[config.mk]
export PLATFORM = sky130hd
export DESIGN_NAME = sccb_config_sequencer
export DESIGN_NICKNAME = d
export VERILOG_FILES = /design/src/rtl/sccb_config_sequencer_pkg.sv /design/src/rtl/sccb_config_rom.sv /design/src/rtl/sccb_config_sequencer.sv
export SDC_FILE = /design/constraint.sdc
export NUM_CORES = 1
export LEC_CHECK = 0
export BUFFER_PORTS_ARGS = -buffer_cell sky130_fd_sc_hd__buf_4
export CORE_MARGIN = 2
export CORE_UTILIZATION = 51
export CTS_CLUSTER_DIAMETER = 200
export DETAILED_ROUTE_END_ITERATION = 8
export GPL_TIMING_DRIVEN = 0
export PLACE_DENSITY = 0.79
export SYNTH_ARGS = -nofsm -noshare
export SYNTH_HDL_FRONTEND = slang
export SYNTH_SLANG_ARGS = --single-unit
[constraint.sdc]
create_clock -name clk_50 -period 2.85 [get_ports clk_50]
set_clock_uncertainty 0.05 [all_clocks]
set_input_delay 0.1425 -clock clk_50 [delete_from_list [all_inputs] [get_ports clk_50]]
set_output_delay 0.1425 -clock clk_50 [all_outputs]
set_load 0.01 [all_outputs]
[src/rtl/sccb_config_sequencer_pkg.sv]
// Shared types and constants for the SCCB configuration sequencer.
package sccb_config_sequencer_pkg;

  typedef enum logic [2:0] {
    StIdle,
    StFetch,
    StDecode,
    StIssue,
    StWaitXfer,
    StDelay,
    StDone,
    StFail
  } seq_state_e;

  localparam logic [7:0] DefEndAddr   = 8'hFF;
  localparam logic [7:0] DefDelayAddr = 8'hFE;

  typedef struct packed {
    logic [7:0] addr;
    logic [7:0] data;
  } cfg_entry_t;

  // Clock cycles per millisecond of embedded delay.
  function automatic int unsigned ms_ticks(input int unsigned clk_hz);
    return clk_hz / 1000;
  endfunction

endpackage

[src/rtl/sccb_config_rom.sv]
// Registered-output configuration ROM; each word is {addr, data}, unused words hold the END tag.
module sccb_config_rom #(
  parameter int unsigned DEPTH  = 128,
  parameter int unsigned ADDR_W = 8,
  parameter int unsigned DATA_W = 8,
  parameter int unsigned IDX_W  = $clog2(DEPTH),
  parameter logic [DEPTH*(ADDR_W+DATA_W)-1:0] INIT = '1
) (
  input  logic                     clk_i,
  input  logic [IDX_W-1:0]         rd_idx_i,
  output logic [ADDR_W+DATA_W-1:0] rd_word_o
);

  localparam int unsigned W = ADDR_W + DATA_W;

  logic [W-1:0] word_q;

  always_ff @(posedge clk_i) begin
    word_q <= INIT[rd_idx_i * W +: W];
  end

  assign rd_word_o = word_q;

endmodule

[src/rtl/sccb_config_sequencer.sv]
// Walks the configuration ROM and issues each register write to the SCCB master,
// handling delay entries, NACK retries and restart requests.
module sccb_config_sequencer
  import sccb_config_sequencer_pkg::*;
#(
  parameter int unsigned ADDR_W    = 8,
  parameter int unsigned DATA_W    = 8,
  parameter int unsigned DEPTH     = 128,
  parameter int unsigned CLK_HZ    = 50_000_000,
  parameter int unsigned MAX_RETRY = 3,
  parameter logic [ADDR_W-1:0] DELAY_ADDR = ADDR_W'(DefDelayAddr),
  parameter logic [ADDR_W-1:0] END_ADDR   = ADDR_W'(DefEndAddr),
  parameter int unsigned IDX_W     = $clog2(DEPTH),
  parameter logic [DEPTH*(ADDR_W+DATA_W)-1:0] ROM_INIT = '1
) (
  input  logic              clk_50,
  input  logic              reset_n,
  input  logic              start,
  output logic              cmd_valid,
  input  logic              cmd_ready,
  output logic [ADDR_W-1:0] cmd_addr,
  output logic [DATA_W-1:0] cmd_data,
  input  logic              xfer_done,
  input  logic              xfer_nack,
  output logic              busy,
  output logic              finished,
  output logic              error,
  output logic [IDX_W-1:0]  index
);

  localparam int unsigned Ticks = ms_ticks(CLK_HZ);
  localparam int unsigned DlyW  = $clog2(((1 << DATA_W) - 1) * Ticks + 1);
  localparam int unsigned RtyW  = $clog2(MAX_RETRY + 2);

  seq_state_e          state_q, state_d;
  logic [IDX_W-1:0]    index_q, index_d;
  logic [RtyW-1:0]     retry_q, retry_d;
  logic [DlyW-1:0]     dly_q, dly_d;
  logic                restart_q, restart_d;
  logic [ADDR_W-1:0]   addr_q, addr_d;
  logic [DATA_W-1:0]   data_q, data_d;

  logic [ADDR_W+DATA_W-1:0] rom_word;
  logic [ADDR_W-1:0]        rom_addr;
  logic [DATA_W-1:0]        rom_data;
  logic                     busy_w, pend, advance, finish, fail;

  sccb_config_rom #(
    .DEPTH  (DEPTH),
    .ADDR_W (ADDR_W),
    .DATA_W (DATA_W),
    .IDX_W  (IDX_W),
    .INIT   (ROM_INIT)
  ) u_rom (
    .clk_i     (clk_50),
    .rd_idx_i  (index_q),
    .rd_word_o (rom_word)
  );

  assign rom_addr = rom_word[ADDR_W+DATA_W-1 -: ADDR_W];
  assign rom_data = rom_word[DATA_W-1:0];
  assign busy_w   = !(state_q inside {StIdle, StDone, StFail});
  assign pend     = restart_q | (busy_w & start);

  always_comb begin
    state_d   = state_q;
    index_d   = index_q;
    retry_d   = retry_q;
    dly_d     = dly_q;
    restart_d = restart_q;
    addr_d    = addr_q;
    data_d    = data_q;
    advance   = 1'b0;
    finish    = 1'b0;
    fail      = 1'b0;

    unique case (state_q)
      StIdle, StDone, StFail: begin
        if (start) begin
          index_d   = '0;
          retry_d   = '0;
          restart_d = 1'b0;
          state_d   = StFetch;
        end
      end
      StFetch: state_d = StDecode;
      StDecode: begin
        if (rom_addr == END_ADDR && rom_data == '1) begin
          finish = 1'b1;
        end else if (rom_addr == DELAY_ADDR) begin
          if (rom_data == '0) begin
            advance = 1'b1;
          end else begin
            dly_d   = DlyW'(rom_data) * DlyW'(Ticks);
            state_d = StDelay;
          end
        end else begin
          addr_d  = rom_addr;
          data_d  = rom_data;
          state_d = StIssue;
        end
      end
      StIssue: begin
        if (cmd_ready) state_d = StWaitXfer;
      end
      StWaitXfer: begin
        if (xfer_done) begin
          if (!xfer_nack) begin
            retry_d = '0;
            advance = 1'b1;
          end else if (retry_q < RtyW'(MAX_RETRY)) begin
            retry_d = retry_q + 1'b1;
            state_d = StIssue;
          end else begin
            fail = 1'b1;
          end
        end
      end
      StDelay: begin
        // Leaving on the count of 1 makes the stay exactly data x Ticks cycles.
        if (dly_q <= DlyW'(1)) advance = 1'b1;
        else                   dly_d   = dly_q - 1'b1;
      end
      default: state_d = StIdle;
    endcase

    if (advance) begin
      if (index_q == IDX_W'(DEPTH - 1)) begin
        finish = 1'b1;
      end else begin
        index_d = index_q + 1'b1;
        state_d = StFetch;
      end
    end
    if (finish) state_d = StDone;
    if (fail)   state_d = StFail;

    if (busy_w && start) restart_d = 1'b1;
    // A pending restart hijacks the next FETCH entry or the would-be DONE/FAIL.
    if (busy_w && pend && (state_d inside {StFetch, StDone, StFail})) begin
      state_d   = StFetch;
      index_d   = '0;
      retry_d   = '0;
      restart_d = 1'b0;
    end
  end

  always_ff @(posedge clk_50 or negedge reset_n) begin
    if (!reset_n) begin
      state_q   <= StIdle;
      index_q   <= '0;
      retry_q   <= '0;
      dly_q     <= '0;
      restart_q <= 1'b0;
      addr_q    <= '0;
      data_q    <= '0;
    end else begin
      state_q   <= state_d;
      index_q   <= index_d;
      retry_q   <= retry_d;
      dly_q     <= dly_d;
      restart_q <= restart_d;
      addr_q    <= addr_d;
      data_q    <= data_d;
    end
  end

  assign cmd_valid = (state_q == StIssue);
  assign cmd_addr  = addr_q;
  assign cmd_data  = data_q;
  assign busy      = busy_w;
  assign finished  = (state_q == StDone);
  assign error     = (state_q == StFail);
  assign index     = index_q;

endmodule
==> key figures <==
Setup path
  – Most used cell, CP: or4_4
  – Largest stage delay, worst path: 0.56 ns
  – Critical-path cell list: or4_4 -> or4_4 -> or4_4 -> a2111oi_4 -> mux2_4 -> nor2_2
  – Register-to-register setup slack: 0.02 ns
  – Worst flop-to-flop path startpoint: dly_q[4]$_DFFE_PN0P_
  – WP buf/inv: 0
  – Setup CP Type: reg -> reg
  – CP top delay family: simple AND/OR/NAND/NOR gates
  – Worst-path maximum fanout: 6
  – Slowest-stage cell, CP: or4_4
  – Startpoint types: flop
  – R2R Path End: index[4]$_DFF_PN0_
  – Worst Reg-to-Reg Cells: 6
  – Worst Path Arrival: 2.99 ns
  – Crit path capture type: flop
  – Worst EP required: 3.02 ns

GRT
  – Pin count of the biggest net entering global routing: 39
  – Vias in the first global route: 1,614
  – GR Util All Layers: 0.181
  – Congestion Overflow GR: 0
  – First-pass GRT wire length: 7230 µm
  – Initial antenna violation count: 0

Logic synthesis
  – Synth top area share: 0.429
  – Syn_area_per_cell: 9.80 µm²
  – Ys Warns: 0
  – Post-Syn Instances: 226
  – Sequential cell area fraction in the yosys report: 0.429
  – Top FF cell, synth: dfrtp_1
  – Ys async rst share: 1.00
  – Synth top area cells: dfrtp_1, xor2_1, buf_4
  – FF+latch count, synth: 38
  – Synth top cells by count: dfrtp_1, xor2_1, nor2_1
  – EDFF count, synth: 0
  – Yosys cell types: 52
  – Post-Syn Area: 2220 µm²
  – Post-synth top area cell: dfrtp_1
  – Count leader, synth: dfrtp_1

Final layout
  – Layout net count: 279
  – Antenna cells: 0
  – Final Util: 0.638
  – Final Instance Area: 2610 µm²
  – Ratio of cells with drive above 1 in the final layout: 0.226
  – Area Growth Syn to Fin: 17.7%
  – Layout Cells excl Fill: 320

Floorplanning
  – Horiz. Die Dim: 69.9 µm
  – CORE AREA: 4090 µm²
  – Row count: 23
  – Die height: 69.9 µm
  – Area of the die: 4890 µm²
  – Ports: 33
  – Initial core utilization: 0.542

STA
  – RSZ-0062 raised after global routing: true
  – Final hold vios: 0
  – F_max: 354 MHz
  – Final setup fails: 0
  – Slew HR: 0.532
  – Final min period: 2.83 ns
  – Fin crit share: 0.991
  – Hold_ws: 0.177 ns
  – Worst Tran Pin Value: 0.696 ns
  – Max Transition Viols Final: 0

Placement
  – Area after DPL: 2460 µm²
  – Placed cell count: 307
  – Port-buffer cells: 16
  – DP HPWL: 3070 µm
  – Gpl congestion: 0.854

Route
  – Drt wl/cell: 13.1 µm
  – WL final: 4210 µm
  – Vias per inst: 5.34
  – Vias after detailed routing: 1,710
  – TritonRoute pass-1 iters: 4
  – Residual DRC: 0
  – ANT nets after route: 0
  – DR iter-0 viols: 62

Clocking
  – CTS H-Tree Depth: 2
  – # clock sinks: 38
  – Clock buffer depth: 2
  – CTS tree: yes
  – Root buf cell: clkbuf_8
  – Worst-path clk slew: 0.07 ns
  – CTS Buf Count: 5
  – Later-pin clock latency in the skew report: 0.29 ns

Status
  – Status: complete, no violations

Power and ir drop
  – Worst VDD drop: 0.341 mV
  – Pwr Density: 653 nW/µm²
  – Leakage: 1.38 nW

Worst hold path
  – Hold path cells: 3
  – Min-Delay Path Class: in -> reg
  – Hold Path End: restart_q$_DFFE_PN0P_
  – Worst Hold Launch: start

Run
  – Max-Cap Viols: 0
-- report_power, final --
| group | switching (mW) | leakage [nW] | internal (mW) |
|---|---|---|---|
| registers | 0.0283 | 0.523 | 0.580 |
| logic | 0.427 | 0.807 | 0.296 |
| clock network | 0.179 | 0.0482 | 0.195 |
-- stage by stage --
step / total power [mW] / setup TNS (ns) / setup WS [ns]
2_1_floorplan: 1.12 / 0 / 0.00969
3_3_place_gp: 1.29 / -0.464 / -0.0764
3_5_place_dp: 1.31 / -0.821 / -0.118
4_1_cts: 1.71 / 0 / 0.000338
5_1_grt: 1.82 / -0.194 / -0.0734
6_report: 1.70 / 0 / 0.0249
-- state kept, by name, indices dropped and copies added (netlist names) --
name       flops
dly_q         24
index          7
retry_q        3
restart_q      1
state_q        3
-- per-layer routing --
metal  vias up  global-route usage  wire length, µm
met2        33               0.280             1930
met1       809               0.256             2060
met5         -                   0                0
met4         0              0.0556               48
met3         6              0.0375              169
li1        862                   -                -
-- final cells by class --
cell class	count	area (µm²)
inverter	8	30.0
fill	333	1480
multi-input combinational	173	1160
buffer	21	141
sequential	38	951
clock inverter	1	5.00
clock buffer	7	86.3
tap	50	62.6
timing repair buffer	22	168
-- layout by cell type (no fill, tap or decap), types with 4 or more instances in the layout --
cell type / instances
nor3_1: 11
nand2_1: 15
nor4_1: 5
a21oi_1: 7
or3_1: 7
xor2_1: 19
xnor2_1: 5
clkbuf_1: 4
conb_1: 16
or4_4: 4
nand2b_1: 6
inv_1: 8
dfrtp_1: 38
mux2i_1: 4
nand3_1: 6
nor2_1: 16
buf_4: 37
clkbuf_8: 6
o21ai_0: 6
ha_1: 4
-- cells by family (layout without fill, tap and decap cells) --
family | count (synthesis) | count (layout) | synth area share
AND/OR/NAND/NOR | 89 | 89 | 0.229
other | 1 | 16 | 0.00169
AO/OA/AOI/OAI | 35 | 35 | 0.120
adder cells (fa/ha/maj) | 4 | 4 | 0.0226
multiplexers | 5 | 5 | 0.0232
XOR/XNOR | 24 | 24 | 0.0949
buffers and inverters | 30 | 59 | 0.0791
flip-flops | 38 | 38 | 0.429
-- tightest hold or removal path, stage by stage --
cell and delay, ns:
buf_4 0.13, nor2_1 0.14, a211oi_1 0.06
-- worst max path at each step --
stage	start	to	slack (ns)	depth (start not counted)
floorplan	dly_q[5]$_DFFE_PN0P_	index[4]$_DFF_PN0_	0.01	7
global placement	dly_q[5]$_DFFE_PN0P_	retry_q[1]$_DFFE_PN0P_	-0.08	8
detailed placement	dly_q[5]$_DFFE_PN0P_	retry_q[1]$_DFFE_PN0P_	-0.12	8
CTS	dly_q[4]$_DFFE_PN0P_	index[4]$_DFF_PN0_	0.0003	6
global route	dly_q[4]$_DFFE_PN0P_	index[4]$_DFF_PN0_	-0.07	6
finish	dly_q[4]$_DFFE_PN0P_	index[4]$_DFF_PN0_	0.02	6
-- what timing repair did --
item | in CTS | in global routing
buffers inserted | 5 | 0
pin swaps | 2 | 1
setup endpoints to repair | 17 | 14
resized for setup | 2 | 4
hold endpoints to repair | 38 | 0
hold buffers | 1 | 0
Note: power is estimated with default switching activity, not from simulation.
